`src/rtl/alarm_pkg.sv`:
```
// Shared types and constants for the multi-alarm engine.
package alarm_pkg;

    typedef enum logic [1:0] {
        IDLE    = 2'd0,
        RINGING = 2'd1,
        SNOOZED = 2'd2
    } alarm_state_t;

    localparam int HRS_MOD       = 24;
    localparam int MIN_MOD       = 60;
    localparam int DAYS_PER_WEEK = 7;

    // A setpoint is only accepted when it names a real time of day.
    function automatic logic setpoint_valid(input logic [6:0] hrs, input logic [6:0] min);
        return (hrs < 7'(HRS_MOD)) && (min < 7'(MIN_MOD));
    endfunction

endpackage

```
`src/rtl/alarm_bank_if.sv`:
```
// Bundle of time inputs, setpoint write bus, buttons and alarm outputs.
interface alarm_bank_if #(
    parameter int N_ALARM = 4,
    parameter int SEL_W   = (N_ALARM > 1) ? $clog2(N_ALARM) : 1
);
    logic               tick;
    logic [6:0]         tHrs;
    logic [6:0]         tMin;
    logic [6:0]         tSec;
    logic [2:0]         tDay;
    logic               alarmOn;
    logic               wrEn;
    logic [SEL_W-1:0]   wrSel;
    logic [6:0]         wrHrs;
    logic [6:0]         wrMin;
    logic [6:0]         wrDays;
    logic               wrArm;
    logic               snooze;
    logic               dismiss;
    logic [N_ALARM-1:0] ringing;
    logic [SEL_W-1:0]   ringId;
    logic               buzz;

    modport master (
        output tick, tHrs, tMin, tSec, tDay, alarmOn,
        output wrEn, wrSel, wrHrs, wrMin, wrDays, wrArm,
        output snooze, dismiss,
        input  ringing, ringId, buzz
    );

    modport slave (
        input  tick, tHrs, tMin, tSec, tDay, alarmOn,
        input  wrEn, wrSel, wrHrs, wrMin, wrDays, wrArm,
        input  snooze, dismiss,
        output ringing, ringId, buzz
    );
endinterface

```
`src/rtl/alarm_chan.sv`:
```
// One alarm channel: setpoint registers, ring/snooze FSM, tick timer and snooze counter.
//
// state   | meaning
// IDLE    | waiting for the setpoint time on an enabled weekday
// RINGING | sounding; timer counts down to auto-off
// SNOOZED | silenced; timer counts down to the next ring
module alarm_chan
    import alarm_pkg::*;
#(
    parameter int RING_SEC   = 60,
    parameter int SNOOZE_SEC = 540,
    parameter int MAX_SNOOZE = 3
) (
    input  logic       clk,
    input  logic       rst_n,
    input  logic       tick_i,
    input  logic [6:0] t_hrs_i,
    input  logic [6:0] t_min_i,
    input  logic [6:0] t_sec_i,
    input  logic [2:0] t_day_i,
    input  logic       alarm_on_i,
    input  logic       wr_en_i,
    input  logic [6:0] wr_hrs_i,
    input  logic [6:0] wr_min_i,
    input  logic [6:0] wr_days_i,
    input  logic       wr_arm_i,
    input  logic       snooze_i,
    input  logic       dismiss_i,
    output logic       ringing_o
);

    localparam int TMR_MAX = (RING_SEC > SNOOZE_SEC) ? RING_SEC : SNOOZE_SEC;
    localparam int TMR_W   = $clog2(TMR_MAX + 1);
    localparam int CNT_W   = (MAX_SNOOZE > 0) ? $clog2(MAX_SNOOZE + 1) : 1;

    alarm_state_t     state_q, state_d;
    logic [TMR_W-1:0] timer_q, timer_d;
    logic [CNT_W-1:0] count_q, count_d;
    logic [6:0]       hrs_q, hrs_d;
    logic [6:0]       min_q, min_d;
    logic [6:0]       days_q, days_d;
    logic             arm_q, arm_d;

    logic day_hit;
    logic trig;
    logic timer_last;

    // tDay values 7 is not a weekday and never matches.
    assign day_hit    = (t_day_i < 3'(DAYS_PER_WEEK)) && days_q[t_day_i];
    assign trig       = tick_i && alarm_on_i && arm_q && day_hit &&
                        (t_hrs_i == hrs_q) && (t_min_i == min_q) && (t_sec_i == 7'd0);
    assign timer_last = (timer_q <= TMR_W'(1));

    // State, timer, counter and setpoint registers.
    always_ff @(posedge clk or negedge rst_n) begin
        if (!rst_n) begin
            state_q <= IDLE;
            timer_q <= '0;
            count_q <= '0;
            hrs_q   <= '0;
            min_q   <= '0;
            days_q  <= '0;
            arm_q   <= 1'b0;
        end else begin
            state_q <= state_d;
            timer_q <= timer_d;
            count_q <= count_d;
            hrs_q   <= hrs_d;
            min_q   <= min_d;
            days_q  <= days_d;
            arm_q   <= arm_d;
        end
    end

    // Next-state logic; branch order encodes write > dismiss/disable > snooze > expiry > trigger.
    always_comb begin
        state_d = state_q;
        timer_d = timer_q;
        count_d = count_q;
        hrs_d   = hrs_q;
        min_d   = min_q;
        days_d  = days_q;
        arm_d   = arm_q;

        if (wr_en_i) begin
            hrs_d   = wr_hrs_i;
            min_d   = wr_min_i;
            days_d  = wr_days_i;
            arm_d   = wr_arm_i;
            state_d = IDLE;
            timer_d = '0;
            count_d = '0;
        end else if (dismiss_i || !alarm_on_i) begin
            state_d = IDLE;
            timer_d = '0;
            count_d = '0;
        end else begin
            unique case (state_q)
                IDLE: begin
                    if (trig) begin
                        state_d = RINGING;
                        timer_d = TMR_W'(RING_SEC);
                        count_d = '0;
                    end
                end
                RINGING: begin
                    if (snooze_i && (count_q < CNT_W'(MAX_SNOOZE))) begin
                        state_d = SNOOZED;
                        timer_d = TMR_W'(SNOOZE_SEC);
                        count_d = count_q + CNT_W'(1);
                    end else if (tick_i) begin
                        if (timer_last) begin
                            state_d = IDLE;
                            timer_d = '0;
                        end else begin
                            timer_d = timer_q - TMR_W'(1);
                        end
                    end
                end
                SNOOZED: begin
                    if (tick_i) begin
                        if (timer_last) begin
                            state_d = RINGING;
                            timer_d = TMR_W'(RING_SEC);
                        end else begin
                            timer_d = timer_q - TMR_W'(1);
                        end
                    end
                end
                default: begin
                    state_d = IDLE;
                    timer_d = '0;
                    count_d = '0;
                end
            endcase
        end
    end

    assign ringing_o = (state_q == RINGING);

endmodule

```
`src/rtl/alarm_bank.sv`:
```
// Multi-alarm engine: setpoint write decode, per-channel FSMs, ringId encoder and buzz merge.
module alarm_bank
    import alarm_pkg::*;
#(
    parameter int N_ALARM    = 4,
    parameter int RING_SEC   = 60,
    parameter int SNOOZE_SEC = 540,
    parameter int MAX_SNOOZE = 3
) (
    input  logic         clk,
    input  logic         rst,
    alarm_bank_if.slave  bus
);

    localparam int SEL_W = (N_ALARM > 1) ? $clog2(N_ALARM) : 1;

    logic               wr_ok;
    logic [N_ALARM-1:0] wr_hit;
    logic [N_ALARM-1:0] ringing_w;
    logic [SEL_W-1:0]   ring_id;

    // An out-of-range write is dropped as a whole, so it neither updates nor idles a channel.
    assign wr_ok = bus.wrEn && setpoint_valid(bus.wrHrs, bus.wrMin) &&
                   (int'(bus.wrSel) < N_ALARM);

    for (genvar g = 0; g < N_ALARM; g++) begin : g_chan
        assign wr_hit[g] = wr_ok && (bus.wrSel == SEL_W'(g));

        alarm_chan #(
            .RING_SEC   (RING_SEC),
            .SNOOZE_SEC (SNOOZE_SEC),
            .MAX_SNOOZE (MAX_SNOOZE)
        ) u_chan (
            .clk        (clk),
            .rst_n      (rst),
            .tick_i     (bus.tick),
            .t_hrs_i    (bus.tHrs),
            .t_min_i    (bus.tMin),
            .t_sec_i    (bus.tSec),
            .t_day_i    (bus.tDay),
            .alarm_on_i (bus.alarmOn),
            .wr_en_i    (wr_hit[g]),
            .wr_hrs_i   (bus.wrHrs),
            .wr_min_i   (bus.wrMin),
            .wr_days_i  (bus.wrDays),
            .wr_arm_i   (bus.wrArm),
            .snooze_i   (bus.snooze),
            .dismiss_i  (bus.dismiss),
            .ringing_o  (ringing_w[g])
        );
    end

    // Lowest-index ringing channel wins; 0 when nothing rings.
    always_comb begin
        ring_id = '0;
        for (int i = N_ALARM - 1; i >= 0; i--) begin
            if (ringing_w[i]) ring_id = SEL_W'(i);
        end
    end

    assign bus.ringing = ringing_w;
    assign bus.ringId  = ring_id;
    assign bus.buzz    = bus.alarmOn & (|ringing_w);

endmodule

```
`src/flat_wrapper.sv`:
```
// flat-port wrapper written by rule: the top's interface ports become plain ports
module alarm_bank_flat import alarm_pkg::*;
#(
    parameter int N_ALARM    = 4,
    parameter int RING_SEC   = 60,
    parameter int SNOOZE_SEC = 540,
    parameter int MAX_SNOOZE = 3
)
  (clk, rst, bus_tick, bus_tHrs, bus_tMin, bus_tSec, bus_tDay, bus_alarmOn, bus_wrEn, bus_wrSel, bus_wrHrs, bus_wrMin, bus_wrDays, bus_wrArm, bus_snooze, bus_dismiss, bus_ringing, bus_ringId, bus_buzz);
  alarm_bank_if #(.N_ALARM(N_ALARM)) bus_i ();
  input  logic clk;
  input  logic rst;
  input wire logic [$bits(bus_i.tick)-1:0] bus_tick;
  input wire logic [$bits(bus_i.tHrs)-1:0] bus_tHrs;
  input wire logic [$bits(bus_i.tMin)-1:0] bus_tMin;
  input wire logic [$bits(bus_i.tSec)-1:0] bus_tSec;
  input wire logic [$bits(bus_i.tDay)-1:0] bus_tDay;
  input wire logic [$bits(bus_i.alarmOn)-1:0] bus_alarmOn;
  input wire logic [$bits(bus_i.wrEn)-1:0] bus_wrEn;
  input wire logic [$bits(bus_i.wrSel)-1:0] bus_wrSel;
  input wire logic [$bits(bus_i.wrHrs)-1:0] bus_wrHrs;
  input wire logic [$bits(bus_i.wrMin)-1:0] bus_wrMin;
  input wire logic [$bits(bus_i.wrDays)-1:0] bus_wrDays;
  input wire logic [$bits(bus_i.wrArm)-1:0] bus_wrArm;
  input wire logic [$bits(bus_i.snooze)-1:0] bus_snooze;
  input wire logic [$bits(bus_i.dismiss)-1:0] bus_dismiss;
  output wire logic [$bits(bus_i.ringing)-1:0] bus_ringing;
  output wire logic [$bits(bus_i.ringId)-1:0] bus_ringId;
  output wire logic [$bits(bus_i.buzz)-1:0] bus_buzz;
  assign bus_i.tick = bus_tick;
  assign bus_i.tHrs = bus_tHrs;
  assign bus_i.tMin = bus_tMin;
  assign bus_i.tSec = bus_tSec;
  assign bus_i.tDay = bus_tDay;
  assign bus_i.alarmOn = bus_alarmOn;
  assign bus_i.wrEn = bus_wrEn;
  assign bus_i.wrSel = bus_wrSel;
  assign bus_i.wrHrs = bus_wrHrs;
  assign bus_i.wrMin = bus_wrMin;
  assign bus_i.wrDays = bus_wrDays;
  assign bus_i.wrArm = bus_wrArm;
  assign bus_i.snooze = bus_snooze;
  assign bus_i.dismiss = bus_dismiss;
  assign bus_ringing = bus_i.ringing;
  assign bus_ringId = bus_i.ringId;
  assign bus_buzz = bus_i.buzz;
  alarm_bank #(.N_ALARM(N_ALARM), .RING_SEC(RING_SEC), .SNOOZE_SEC(SNOOZE_SEC), .MAX_SNOOZE(MAX_SNOOZE)) u_core (.clk(clk), .rst(rst), .bus(bus_i));
endmodule
```
`config.mk`:
```
export PLATFORM = sky130hd
export DESIGN_NAME = alarm_bank_flat
export DESIGN_NICKNAME = d
export VERILOG_FILES = /design/src/rtl/alarm_pkg.sv /design/src/rtl/alarm_bank_if.sv /design/src/rtl/alarm_chan.sv /design/src/rtl/alarm_bank.sv /design/src/flat_wrapper.sv
export SDC_FILE = /design/constraint.sdc
export NUM_CORES = 1
export LEC_CHECK = 0
export ABC_AREA = 1
export CAP_MARGIN = 30
export CORE_MARGIN = 1
export CORE_UTILIZATION = 56
export DETAILED_ROUTE_END_ITERATION = 16
export GPL_TIMING_DRIVEN = 0
export PLACE_DENSITY = 0.76
export SLEW_MARGIN = 10
export SYNTH_ARGS = -nofsm -noshare
export SYNTH_HDL_FRONTEND = slang
export SYNTH_SLANG_ARGS = --single-unit
```
`constraint.sdc`:
```
create_clock -name clk -period 4.15 [get_ports clk]
set_input_delay 0.415 -clock clk [delete_from_list [all_inputs] [get_ports clk]]
set_output_delay 0.415 -clock clk [all_outputs]
set_load 0.03 [all_outputs]
```
* Yosys cells after proc, flatten, opt, wreduce, memory -nomap -nowiden
Cells that the tools add are included.
** Word-level totals
- Register bits after elaboration :: 144
- Input port bits :: 55
- Output and inout bits :: 7
- Logic and storage cells :: 256
** Cells by class
- $add $sub $neg :: 8
- Magnitude comparators :: 12
- Equal/unequal tests :: 47
- Mux-type cells :: 104
- Bitwise gates (word level) :: 1
- Reductions and logical operators :: 56
** Operators with widths (count)
- $mux 10 :: 32
- $pmux 10 s3 :: 4
- $mux 2 :: 52
- $eq 7x7->1 :: 8
- $pmux 2 s3 :: 8
- $le 10x1->1 const B :: 4
- $sub 10x1->10 const B :: 4
- $ne 4x3->1 const B :: 9
- $logic_and 1x1->1 :: 35
- $reduce_and 3->1 :: 8
- $ne 5x2->1 const B :: 4
- $ne 5x3->1 const B :: 4
- $reduce_and 5->1 :: 4
- $ne 4x2->1 const B :: 4
- $bmux 1 s3 :: 4
- $eq 2x2->1 const B :: 6
- $ne 4x4->1 const B :: 3
- $eq 2x1->1 const B :: 5
- $logic_not 2->1 :: 5
- $ne 3x2->1 const B :: 3
- $add 2x1->2 const B :: 4
- $lt 2x2->1 const B :: 4
- $logic_not 7->1 :: 1
- $lt 7x5->1 const B :: 1
- other kinds (9) :: 12

* Depth between registers and ports, before layout
- Depth after elaboration :: 11
- Depth in mapped cells :: 13
- Mapped depth without buffers :: 13

* Cells and area by module
From an unflattened synthesis, not the netlist that was laid out.
** Unflattened totals
- Cell total of the unflattened synthesis :: 1340
- Area, all modules :: 9266.4 um^2
** Modules (own cells, without submodules)
- alarm_chan at u_core.g_chan[1].u_chan ... :: instances 2, cells an instance 331, area each 2332.2 um^2, seq. area each 900.9 um^2
- alarm_chan at u_core.g_chan[0].u_chan :: instances 1, cells an instance 329, area each 2243.4 um^2, seq. area each 900.9 um^2
- alarm_chan at u_core.g_chan[3].u_chan :: instances 1, cells an instance 324, area each 2214.6 um^2, seq. area each 900.9 um^2
- alarm_bank :: instances 1, cells an instance 25, area each 143.9 um^2, seq. area each 0.0 um^2

* Least setup slack after synthesis
No wires, ideal clock.
- Path kind :: reg2out
- Start point :: register u_core.g_chan[3].u_chan.state_q[1]
- End point :: output port bus_ringId[1]
- Arrival time :: 1.489 ns
- Required time :: 3.735 ns
- Slack :: 2.246 ns
- Cell stages (with the launch flop) :: 7
- Cells stage by stage :: dfrtp_1 > clkbuf_1 > nor2_1 > inv_1 > nand2_1 > inv_1 > nor3_1
** Between the ends
- Cells in the longest elaborated chain, start to end :: 5
** RTL lines
- from (decl) :: RTL line alarm_chan.sv:36 : alarm_state_t state_q, state_d;
- from (signal assigned) :: RTL line alarm_chan.sv:65 : state_q <= state_d;
- $eq 2x1->1 :: RTL line alarm_chan.sv:139 : assign ringing_o = (state_q == RINGING);
- via u_core.g_chan[3].u_chan.ringing_o :: RTL line alarm_chan.sv:29 : output logic ringing_o
- $mux 2 (4 in a row) :: RTL line alarm_bank.sv:57 : if (ringing_w[i]) ring_id = SEL_W'(i);
- to (decl) :: RTL line flat_wrapper.sv:28 : output wire logic [$bits(bus_i.ringId)-1:0] bus_ringId;
The timed path passes the listed nets, and every way through them passes these cells.

* Worst setup path after layout
Same ends and word-level chain as after synthesis.

==> results.toml <==
[routing]
firstDrtPassIters = 5
wl_per_cell_um = 14.7
ant_nets = 0
initialDrtViolationCount = 693
routed_wl_um = 21400
num_vias = 7764
drc = 0
vias_per_cell = 5.32

[setup_path]
cp_cell_sequence = "clkbuf_1 -> nor2_1 -> inv_1 -> nand2_1 -> inv_1 -> nor3_1 -> clkdlybuf4s50_1"
startpoint_type = "flip-flop"
cp.arrival_ns = 2.30
cp_max_fo = 8
path_class = "flip-flop to output port"
max_stage_delay_ns = 0.70
worst_ep_required_time_ns = 3.73
cp-end-kind = "output port"
worst_path_most_repeated_cell = "inv_1"
cp_slowest_cell = "clkdlybuf4s50_1"

[logic_synthesis]
ys_ff_latch = 144
yosysMostFrequentCell = "nand2_1"
ys_types = 39
ys_seq_area_frac = 0.419
synthFlopType = "dfrtp_1"
synth_cells = 1187
yosysWarnings = 0
synth_area_leaders = "dfrtp_1 (42%), nand2_1 (16%), inv_1 (6.0%)"
postSynthNetCount = 1254
synth_edf_count = 0
synth_top_area_cell = "dfrtp_1"
syn_avg_cell_area_sq_um = 7.25
ys_async_sr_fraction = 1.00
ys_top_cells_by_count = "nand2_1 (374), dfrtp_1 (144), inv_1 (137)"
synth_top_area_frac = 0.419
syn_area_sq_mm = 0.00861

[layout]
seq_area_sq_mm = 0.00360
drive_gt1_frac = 0.0980
multi_input_area_sq_mm = 0.00419
num-fill-cells = 1267
nNetsFinal = 1330
design_area_sq_mm = 0.0100
antenna_cells = 0
syn2layout_area_growth_pct = 16.6

[timing]
period_share = 0.655
rsz0062_at_grt = "false"
period_needed_ns = 2.72
setup_tns_ns = 0
hold_slack_ns = 0.465
worst-slew-pin-transition_ns = 0.704
max-slew-margin-rel = 0.530
fin_worst_skew_ns = 0.0102
setup_viol = 0
fmax_mhz = 368
slew_viol_final = 0
hold_viol = 0

[die]
dieArea_sq_mm = 0.0159
initial_core_util = 0.583
die_y_um = 126
coreArea_sq_mm = 0.0148
fp-row-count = 44
die_x_um = 126
boundaryPins = 62

[cts]
cts_tree = "built"
clock_latency_ns = 0.42
clockBufferDepth = 2
htree_levels = 4
cts.sinks = 144
cts-root-buf = "clkbuf_16"
cts_buffers = 17
clk_pin_slew_worst_paths_ns = 0.06
cts_resized = 0

[outcome]
outcome = "finished, final reports clean"

[global_route]
top_usage_layer = "met2"
grt_antenna_before_repair = 0
grt_pass1_vias = 7433
grt_pass1_wl_um = 36500
gr-total-overflow = 0
met1_usage = 0.415
use_met2 = 0.455
grt_max_degree = 103
grt_use_met3 = 0.0667
grt.total_usage = 0.293

[power]
power_mw = 4.07
powerDensity_mw_per_mm2 = 406
ir_drop_v = 0.000327
leakage_nw = 5.12

[placed_design]
hpwl_um = 15300
io_buffers = 55
place_area_sq_mm = 0.00942
gp_congestion = 0.887

[run]
drv_cap = 0

[worst_hold_path]
hold_class = "input port to async pin"
==> cells in the final DEF, fill, tap and decap left out, drive strengths merged <==
cell,count
nand2,391
inv,163
dfrtp,144
o21ai,137
nor2,132
nand3,57
clkdlybuf4s50,54
clkbuf,35
xor2,30
nand4,28
buf,23
xnor2,20
ha,12
a21oi,11
nor3,6
o211ai,6
nand3b,4
clkinvlp,4
a31oi,3
bufinv,3
or2,3
clkinv,3
o22ai,2
a21boi,1
o21a,1
o2111ai,1
dlygate4sd3,1
==> stage by stage <==
step | utilization | worst slack (ns) | cells
4_1_cts | 0.680 | 1.40 | 1459
3_5_place_dp | 0.639 | 1.56 | 1427
5_1_grt | 0.680 | 1.22 | 1459
6_report | 0.680 | 1.43 | 1459
3_3_place_gp | 0.636 | -3.24 | 1426
2_1_floorplan | - | 2.25 | 1187
==> critical path, delay by kind of cell (launching register included) <==
kind,cells,cell delay [ns]
and+or+nand+nor,3,0.47
DFF,1,0.36
buffers and inverters,4,1.06
==> final cells by class <==
| class | instances | share of cell area |
|---|---|---|
| clock buffers | 19 | 0.0441 |
| inverters | 161 | 0.0605 |
| flip-flops and latches | 144 | 0.359 |
| repair buffers | 57 | 0.0591 |
| clock inverters | 12 | 0.0160 |
| plain buffers | 37 | 0.0209 |
| well taps | 184 | 0.0229 |
| multi-input cells | 845 | 0.417 |
==> per-layer routing <==
layer / up-vias / part of all wire / wire, um
li1: 3877 / - / -
met1: 3631 / 0.47 / 10200
met2: 226 / 0.45 / 9720
met3: 30 / 0.058 / 1240
met4: 0 / 0.015 / 320
met5: - / 0 / 0
==> power by group <==
| part | internal [mW] | switching, mW |
|---|---|---|
| Clock | 0.962 | 0.613 |
| Combinational | 0.324 | 0.500 |
| Sequential | 1.56 | 0.116 |
| Total | 2.84 | 1.23 |
==> path summary, 6_finish.rpt <==
check	from	to	slack [ns]	cells past startpoint
worst max-delay path	u_core.g_chan[3].u_chan.state_q[1]	bus_ringId[1]	1.43	7
worst min-delay path	rst	u_core.g_chan[2].u_chan.days_q[4]	0.47	2
worst max register to register	u_core.g_chan[3].u_chan.timer_q[0]	u_core.g_chan[3].u_chan.timer_q[2]	2.19	8
worst min register to register	u_core.g_chan[1].u_chan.arm_q	u_core.g_chan[1].u_chan.arm_q	0.48	2
max in group asynchronous	rst	u_core.g_chan[2].u_chan.timer_q[4]	2.87	3
min in group clk	u_core.g_chan[1].u_chan.arm_q	u_core.g_chan[1].u_chan.arm_q	0.48	2
==> state kept, by name, indices dropped and copies added, names as in the netlist <==
| register | cells |
|---|---|
| u_core.g_chan.u_chan.hrs_q | 28 |
| u_core.g_chan.u_chan.days_q | 28 |
| u_core.g_chan.u_chan.timer_q | 40 |
| u_core.g_chan.u_chan.min_q | 28 |
| u_core.g_chan.u_chan.state_q | 8 |
| u_core.g_chan.u_chan.arm_q | 4 |
| u_core.g_chan.u_chan.count_q | 8 |
==> logic make-up after synthesis <==
family,after synthesis,share of synthesized area
adder cells (fa/ha/maj),12,0.0174
AND/OR/NAND/NOR,621,0.314
AO/OA/AOI/OAI,162,0.104
buffers and inverters,198,0.0949
XOR/XNOR,50,0.0509
flip-flops,144,0.419
==> repair_timing <==
| item | CTS | global route |
|---|---|---|
| setup buffers | 0 | 0 |
| hold buffers | 1 | 0 |
| endpoints found under the hold margin | 42 | 0 |
No activity file was read; power rests on OpenSTA's default activity.
